<file path="src/rtl/zoom_ctrl_unit.sv">
// ---------------------------------------------------------------------------
// zoom_ctrl_unit
//
// Purpose:
//   Instruction sequencer for the image-zoom coprocessor. It takes one 3-bit
//   instruction per enable/done handshake and does one of the following:
//   - performs a LOAD or STORE on the image memory;
//   - launches one of the four zoom engines (VP, RP, MP, VD) and tracks the
//     zoom level within [ZOOM_MIN, ZOOM_MAX];
//   - resets the zoom level.
//
// Ports:
//   clock, reset        system clock, synchronous active-high reset
//   instruction[2:0]    000 NOP, 001 LOAD, 010 STORE, 011 ZOOM_IN_VP,
//                       100 ZOOM_IN_RP, 101 ZOOM_OUT_MP, 110 ZOOM_OUT_VD,
//                       111 RESET
//   enable              host request (level)
//   addr_in, data_in    host address / write data, latched on accept
//   data_out            last LOAD result, held until the next LOAD
//   flag_done           request complete, held until enable drops
//   flag_error          request rejected (valid while flag_done is high)
//   busy                controller is not idle
//   current_zoom        current zoom level
//   mem_addr, mem_wdata memory address / write data
//   mem_wr              one-cycle memory write strobe
//   mem_rdata           memory read data, MEM_LATENCY cycles after mem_addr
//   alg_sel[3:0]        one-hot engine select {VD,MP,RP,VP}
//   alg_start           one-cycle engine launch pulse
//   alg_done            engine completion pulse
//   display_valid       memory contents may be shown on the VGA
//
// Build option:
//   ZOOM_CTRL_WATCHDOG_EN  Aborts an engine run with flag_error if alg_done
//                          has not arrived 65535 cycles after alg_start.
// ---------------------------------------------------------------------------
module zoom_ctrl_unit #(
  parameter int ADDR_WIDTH  = 19,
  parameter int DATA_WIDTH  = 8,
  parameter int ZOOM_WIDTH  = 3,
  parameter int ZOOM_MIN    = 1,
  parameter int ZOOM_MAX    = 7,
  parameter int ZOOM_RESET  = 4,
  parameter int MEM_LATENCY = 2
) (
  input  logic                  clock,
  input  logic                  reset,
  input  logic [2:0]            instruction,
  input  logic                  enable,
  input  logic [ADDR_WIDTH-1:0] addr_in,
  input  logic [DATA_WIDTH-1:0] data_in,
  output logic [DATA_WIDTH-1:0] data_out,
  output logic                  flag_done,
  output logic                  flag_error,
  output logic                  busy,
  output logic [ZOOM_WIDTH-1:0] current_zoom,
  output logic [ADDR_WIDTH-1:0] mem_addr,
  output logic [DATA_WIDTH-1:0] mem_wdata,
  output logic                  mem_wr,
  input  logic [DATA_WIDTH-1:0] mem_rdata,
  output logic [3:0]            alg_sel,
  output logic                  alg_start,
  input  logic                  alg_done,
  output logic                  display_valid
);

  localparam logic [2:0] OP_NOP      = 3'b000;
  localparam logic [2:0] OP_LOAD     = 3'b001;
  localparam logic [2:0] OP_STORE    = 3'b010;
  localparam logic [2:0] OP_ZIN_VP   = 3'b011;
  localparam logic [2:0] OP_ZIN_RP   = 3'b100;
  localparam logic [2:0] OP_ZOUT_MP  = 3'b101;
  localparam logic [2:0] OP_ZOUT_VD  = 3'b110;
  localparam logic [2:0] OP_RESET    = 3'b111;

  // Wide enough to hold the value MEM_LATENCY itself.
  localparam int LAT_W = (MEM_LATENCY < 1) ? 1 : $clog2(MEM_LATENCY + 1);

  localparam logic [ZOOM_WIDTH-1:0] Z_MIN = ZOOM_WIDTH'(ZOOM_MIN);
  localparam logic [ZOOM_WIDTH-1:0] Z_MAX = ZOOM_WIDTH'(ZOOM_MAX);
  localparam logic [ZOOM_WIDTH-1:0] Z_RST = ZOOM_WIDTH'(ZOOM_RESET);

  typedef enum logic [1:0] {
    S_IDLE,
    S_MEM,
    S_ALG,
    S_RELEASE
  } state_t;

  state_t                  state_q, state_d;
  logic [2:0]              instr_q, instr_d;
  logic [ADDR_WIDTH-1:0]   addr_q, addr_d;
  logic [DATA_WIDTH-1:0]   wdata_q, wdata_d;
  logic [DATA_WIDTH-1:0]   dout_q, dout_d;
  logic                    done_q, done_d;
  logic                    err_q, err_d;
  logic [ZOOM_WIDTH-1:0]   zoom_q, zoom_d;
  logic                    disp_q, disp_d;
  logic [3:0]              sel_q, sel_d;
  logic                    first_q, first_d;
  logic [LAT_W-1:0]        lat_q, lat_d;
`ifdef ZOOM_CTRL_WATCHDOG_EN
  logic [15:0]             wdog_q, wdog_d;
`endif

  logic zoomInOp;
  assign zoomInOp = (instr_q == OP_ZIN_VP) || (instr_q == OP_ZIN_RP);

  // Next-state and register-update logic. Every _d defaults to its _q so
  // each state only spells out what it changes; first_d defaults low so
  // alg_start can only ever be a single-cycle pulse.
  always_comb begin
    state_d = state_q;
    instr_d = instr_q;
    addr_d  = addr_q;
    wdata_d = wdata_q;
    dout_d  = dout_q;
    done_d  = done_q;
    err_d   = err_q;
    zoom_d  = zoom_q;
    disp_d  = disp_q;
    sel_d   = sel_q;
    first_d = 1'b0;
    lat_d   = lat_q;
`ifdef ZOOM_CTRL_WATCHDOG_EN
    wdog_d  = wdog_q;
`endif

    case (state_q)
      S_IDLE: begin
        if (enable) begin
          instr_d = instruction;
          addr_d  = addr_in;
          wdata_d = data_in;
          case (instruction)
            OP_NOP: begin
              done_d  = 1'b1;
              state_d = S_RELEASE;
            end
            OP_RESET: begin
              zoom_d  = Z_RST;
              disp_d  = 1'b0;
              done_d  = 1'b1;
              state_d = S_RELEASE;
            end
            OP_LOAD, OP_STORE: begin
              lat_d   = '0;
              state_d = S_MEM;
            end
            default: begin
              // Zoom request: reject at the bounds before any engine starts.
              if (((instruction == OP_ZIN_VP || instruction == OP_ZIN_RP) && zoom_q >= Z_MAX) ||
                  ((instruction == OP_ZOUT_MP || instruction == OP_ZOUT_VD) && zoom_q <= Z_MIN)) begin
                err_d   = 1'b1;
                done_d  = 1'b1;
                state_d = S_RELEASE;
              end else begin
                first_d = 1'b1;
`ifdef ZOOM_CTRL_WATCHDOG_EN
                wdog_d  = '0;
`endif
                case (instruction)
                  OP_ZIN_VP:  sel_d = 4'b0001;
                  OP_ZIN_RP:  sel_d = 4'b0010;
                  OP_ZOUT_MP: sel_d = 4'b0100;
                  default:    sel_d = 4'b1000;
                endcase
                state_d = S_ALG;
              end
            end
          endcase
        end
      end

      S_MEM: begin
        if (instr_q == OP_STORE) begin
          disp_d  = 1'b1;
          done_d  = 1'b1;
          state_d = S_RELEASE;
        end else if (lat_q == LAT_W'(MEM_LATENCY)) begin
          // mem_addr has been stable since the first MEM cycle, so the read
          // data is valid MEM_LATENCY cycles after that.
          dout_d  = mem_rdata;
          disp_d  = 1'b1;
          done_d  = 1'b1;
          state_d = S_RELEASE;
        end else begin
          lat_d = lat_q + LAT_W'(1);
        end
      end

      S_ALG: begin
        if (alg_done) begin
          zoom_d  = zoomInOp ? zoom_q + ZOOM_WIDTH'(1) : zoom_q - ZOOM_WIDTH'(1);
          disp_d  = 1'b1;
          done_d  = 1'b1;
          state_d = S_RELEASE;
        end
`ifdef ZOOM_CTRL_WATCHDOG_EN
        else if (wdog_q == 16'hFFFF) begin
          err_d   = 1'b1;
          done_d  = 1'b1;
          state_d = S_RELEASE;
        end else begin
          wdog_d = wdog_q + 16'd1;
        end
`endif
      end

      S_RELEASE: begin
        // Returning to IDLE only once enable is low guarantees the host has
        // dropped its request before another one can be accepted.
        if (!enable) begin
          done_d  = 1'b0;
          err_d   = 1'b0;
          sel_d   = 4'b0000;
          state_d = S_IDLE;
        end
      end

      default: state_d = S_IDLE;
    endcase
  end

  // State register with synchronous reset; reset also abandons any engine
  // run in progress, and a late alg_done is then ignored in IDLE.
  always_ff @(posedge clock) begin
    if (reset) begin
      state_q <= S_IDLE;
      instr_q <= OP_NOP;
      addr_q  <= '0;
      wdata_q <= '0;
      dout_q  <= '0;
      done_q  <= 1'b0;
      err_q   <= 1'b0;
      zoom_q  <= Z_RST;
      disp_q  <= 1'b0;
      sel_q   <= 4'b0000;
      first_q <= 1'b0;
      lat_q   <= '0;
`ifdef ZOOM_CTRL_WATCHDOG_EN
      wdog_q  <= '0;
`endif
    end else begin
      state_q <= state_d;
      instr_q <= instr_d;
      addr_q  <= addr_d;
      wdata_q <= wdata_d;
      dout_q  <= dout_d;
      done_q  <= done_d;
      err_q   <= err_d;
      zoom_q  <= zoom_d;
      disp_q  <= disp_d;
      sel_q   <= sel_d;
      first_q <= first_d;
      lat_q   <= lat_d;
`ifdef ZOOM_CTRL_WATCHDOG_EN
      wdog_q  <= wdog_d;
`endif
    end
  end

  assign data_out      = dout_q;
  assign flag_done     = done_q;
  assign flag_error    = err_q;
  assign busy          = (state_q != S_IDLE);
  assign current_zoom  = zoom_q;
  assign mem_addr      = addr_q;
  assign mem_wdata     = wdata_q;
  // STORE spends exactly one cycle in MEM, giving a single-cycle strobe.
  assign mem_wr        = (state_q == S_MEM) && (instr_q == OP_STORE);
  assign alg_sel       = sel_q;
  assign alg_start     = first_q;
  assign display_valid = disp_q;

endmodule

</file>
<file path="config.mk">
export PLATFORM = sky130hd
export DESIGN_NAME = zoom_ctrl_unit
export DESIGN_NICKNAME = d
export VERILOG_FILES = /design/src/rtl/zoom_ctrl_unit.sv
export SDC_FILE = /design/constraint.sdc
export NUM_CORES = 1
export LEC_CHECK = 0
export CAP_MARGIN = 20
export CORE_ASPECT_RATIO = 1.25
export CORE_MARGIN = 2
export CORE_UTILIZATION = 40
export CTS_CLUSTER_DIAMETER = 60
export DETAILED_ROUTE_END_ITERATION = 10
export PLACE_DENSITY = 0.73
export SYNTH_ARGS = -nofsm -noshare
export SYNTH_HDL_FRONTEND = slang
export SYNTH_SLANG_ARGS = --single-unit
</file>
<file path="constraint.sdc">
create_clock -name clock -period 2.6 [get_ports clock]
set_clock_uncertainty 0.2 [all_clocks]
set_input_delay 0.78 -clock clock [delete_from_list [all_inputs] [get_ports clock]]
set_output_delay 0.78 -clock clock [all_outputs]
set_load 0.05 [all_outputs]
</file>
==> impl_metrics.tcl <==
set metrics [dict create \
    dp_hpwl_microns 4551 \
    cap_violations 0 \
    row_count 31 \
    numPortBuffers 89 \
    min_path_type "reg -> reg" \
    numCtsBuffers 5 \
    relSlewSlack 0.6404 \
    dp.cells 449 \
    path_clk_slew_ps 100 \
    grt_pass1_vias 2159 \
    cts_tree "built" \
    htree_num_levels 2 \
    syn_nets 347 \
    peakVddDrop_mv 0.3788 \
    final_cells 457 \
    placed_area_sq_um 3468 \
    syn_area_sq_um 2431 \
    antennaDiodeCount 0 \
    via_per_inst 5.160 \
    switching_share 0.4378 \
    drt-met1-wl_microns 2623 \
    tritoncts_num_sinks 53 \
    die_w_microns 73.73 \
    required_ps 1620 \
    switchingPower_w 0.001348 \
    yosys_warnings 0 \
    worst_path_max_delay_cell "clkdlybuf4s50_1" \
    pwr-share-clk 0.157 \
    ios 90 \
    antenna_found_initial 0 \
    synthTopCellsByArea "dfxtp_1 44%, nand2_1 11%, a21oi_1 7.6%" \
    vias 2358 \
    hold_viol 0 \
    netlist.area_leader.share 0.4364 \
    start_util 0.4178 \
    fin_area_sq_um 3566 \
    finalPower_w 0.003079 \
    synth_edf_count 0 \
    cts_root_buf "clkbuf_8" \
    drive_above_1_share 0.1074 \
    seq_area_frac_synth 0.4364 \
    syn_inst 295 \
    p_int_w 0.001731 \
    synthFlopType "dfxtp_1" \
    drt_iter0_markers 225 \
    crit_arrival_ps 1580 \
    seqPwrFrac 0.335 \
    place.gp.congestion 0.8398 \
    top_layer_used "met4" \
    max-clock-path-buffers 2 \
    setup_violations 0 \
    crit_path_start_kind "flop" \
    worstMarginPinSlew_ps 537.8 \
    combPwrFrac 0.508 \
    cp_cell_sequence "clkdlybuf4s50_1" \
    grt_usage 0.1944 \
    grt_pass1_wl_microns 10360 \
    die_y_microns 91.16 \
    ys_types 53 \
    crit_type "reg -> out" \
    p_per_area_nw_per_um2 863.5 \
    grt_overflow 0 \
    wl_met2_microns 3194 \
    synth_area_leader_cell "dfxtp_1" \
    crit_buf_inv 1 \
    coreArea_sq_um 5818 \
    nNetsFinal 442 \
    grt_max_degree 34 \
    cpPeakStageDelay_ps 840 \
    antenna_left 0 \
    fmax_ghz 0.3910 \
    end_kind "output pin" \
    avgSynthCellArea_sq_um 8.241 \
    dr.pass1.iters 4 \
    clk_latency_ps 310 \
    wl_per_cell_microns 13.51 \
    final_util 0.6129 \
    ctsHoldBuffers 0 \
    ys_ff_latch 53 \
    drc 0 \
    area.growth.synth_to_final_pct 46.68 \
    rsz0062_at_grt "false" \
    final_max_slew_viol_count 0 \
    die_area_sq_um 6721 \
    wl_met3_microns 196 \
    finalWirelength_microns 6175 \
    critPathMaxFanout 4 \
    finalCritPeriodShare 0.9837 \
    hold_ws_ps 258.3 \
    finalCriticalPeriod_ps 2558 \
    critPathTopFamily "buffers and inverters" \
    power_leakage_nw 1.421 \
    status "complete, no violations" \
    synthArstFlopShare 0 \
]
-- per-stage QoR --
step / setup TNS, ps / worst slack, ps
CTS: 0 / 9.452
global placement: -68.53 / -29.81
global route: 0 / 16.10
detailed placement: -192.3 / -50.26
floorplan: 0 / 287.0
finish: 0 / 42.34
-- cell usage in the layout, fill, tap and decap left out, drive strengths merged, types with 2 or more instances in the layout --
cell type	synthesis	final
nand3b	3	3
clkdlybuf4s50	0	83
ha	10	10
nor2	22	22
nor2b	2	2
a32o	2	2
nor3b	2	2
dfxtp	53	53
buf	6	23
clkinvlp	0	2
a31oi	4	4
xor2	2	2
a22o	2	2
clkbuf	13	5
nand4	2	2
nand2b	5	5
nand2	71	71
inv	9	10
mux2i	9	9
and2	2	2
a21oi	37	37
o22ai	3	3
o41ai	2	2
a211oi	4	4
nor3	7	7
-- synth_stat cells (2+ instances only) --
library cell  instances
ha_1                 10
nand3b_1              3
nor2b_1               2
a32o_1                2
o22ai_2               2
nor3_1                7
nand4_1               2
mux2i_1               9
a21oi_1              37
a31oi_1               4
nand2_1              70
and2_1                2
a211oi_1              3
buf_2                 5
a22o_1                2
xor2_1                2
nor2_1               21
inv_2                 2
clkbuf_1             13
dfxtp_1              53
nand2b_1              5
o41ai_1               2
inv_1                 7
-- logic make-up (layout without fill, tap and decap cells) --
family / after synthesis / after routing / synth area share
simple gates: 124 / 124 / 0.2295
fa+ha+maj: 11 / 11 / 0.05558
flops: 53 / 53 / 0.4364
buf+inv: 28 / 124 / 0.04735
mux: 10 / 10 / 0.04169
compound gates: 66 / 66 / 0.1786
xor+xnor: 3 / 3 / 0.01081
-- area by class of cell --
cell class                 count  area (sq um)
fill                         548          2252
multi-input combinational    214          1255
sequential                    53          1061
timing repair buffer         107          1039
tap                           66         82.58
clock buffer                   5         68.82
inverter                       9         33.78
clock inverter                 3         26.28
-- routing by layer --
metal	track usage	vias to the layer above
li1	-	1196
met1	0.2389	1091
met2	0.3304	59
met3	0.03108	12
met4	0.07727	0
met5	0	-
-- worst paths after layout --
kind,start,end,slack [ps],depth (start not counted)
min,mem_addr[13],mem_addr[13],260,2
max reg2reg,current_zoom[1],flag_done,420,7
max,flag_done,flag_done,40,1
min reg2reg,mem_addr[13],mem_addr[13],260,2
-- registers in the layout, indices dropped and copies added, names as in the netlist --
signal / count
data_out: 8
flag_done: 1
state_q: 2
flag_error: 1
mem_addr: 19
instr_q: 3
lat_q: 2
current_zoom: 3
alg_sel: 4
mem_wdata: 8
alg_start: 1
display_valid: 1
-- power groups by stage --
stage	combinational (W)	sequential, W	clock (W)
global placement	0.00155	0.00104	0
finish	0.00157	0.00103	0.000484
CTS	0.00157	0.00103	0.000507
floorplan	0.000698	0.00138	0
detailed placement	0.00156	0.00105	0
global route	0.00171	0.00105	0.000528
-- repair_timing --
action | in CTS | in global routing
setup buffers | 0 | 0
endpoints found under the hold margin | 0 | 0
endpoints found under the setup margin | 0 | 1
gates resized for setup | 0 | 1
Power figures use the tool's default switching activity.
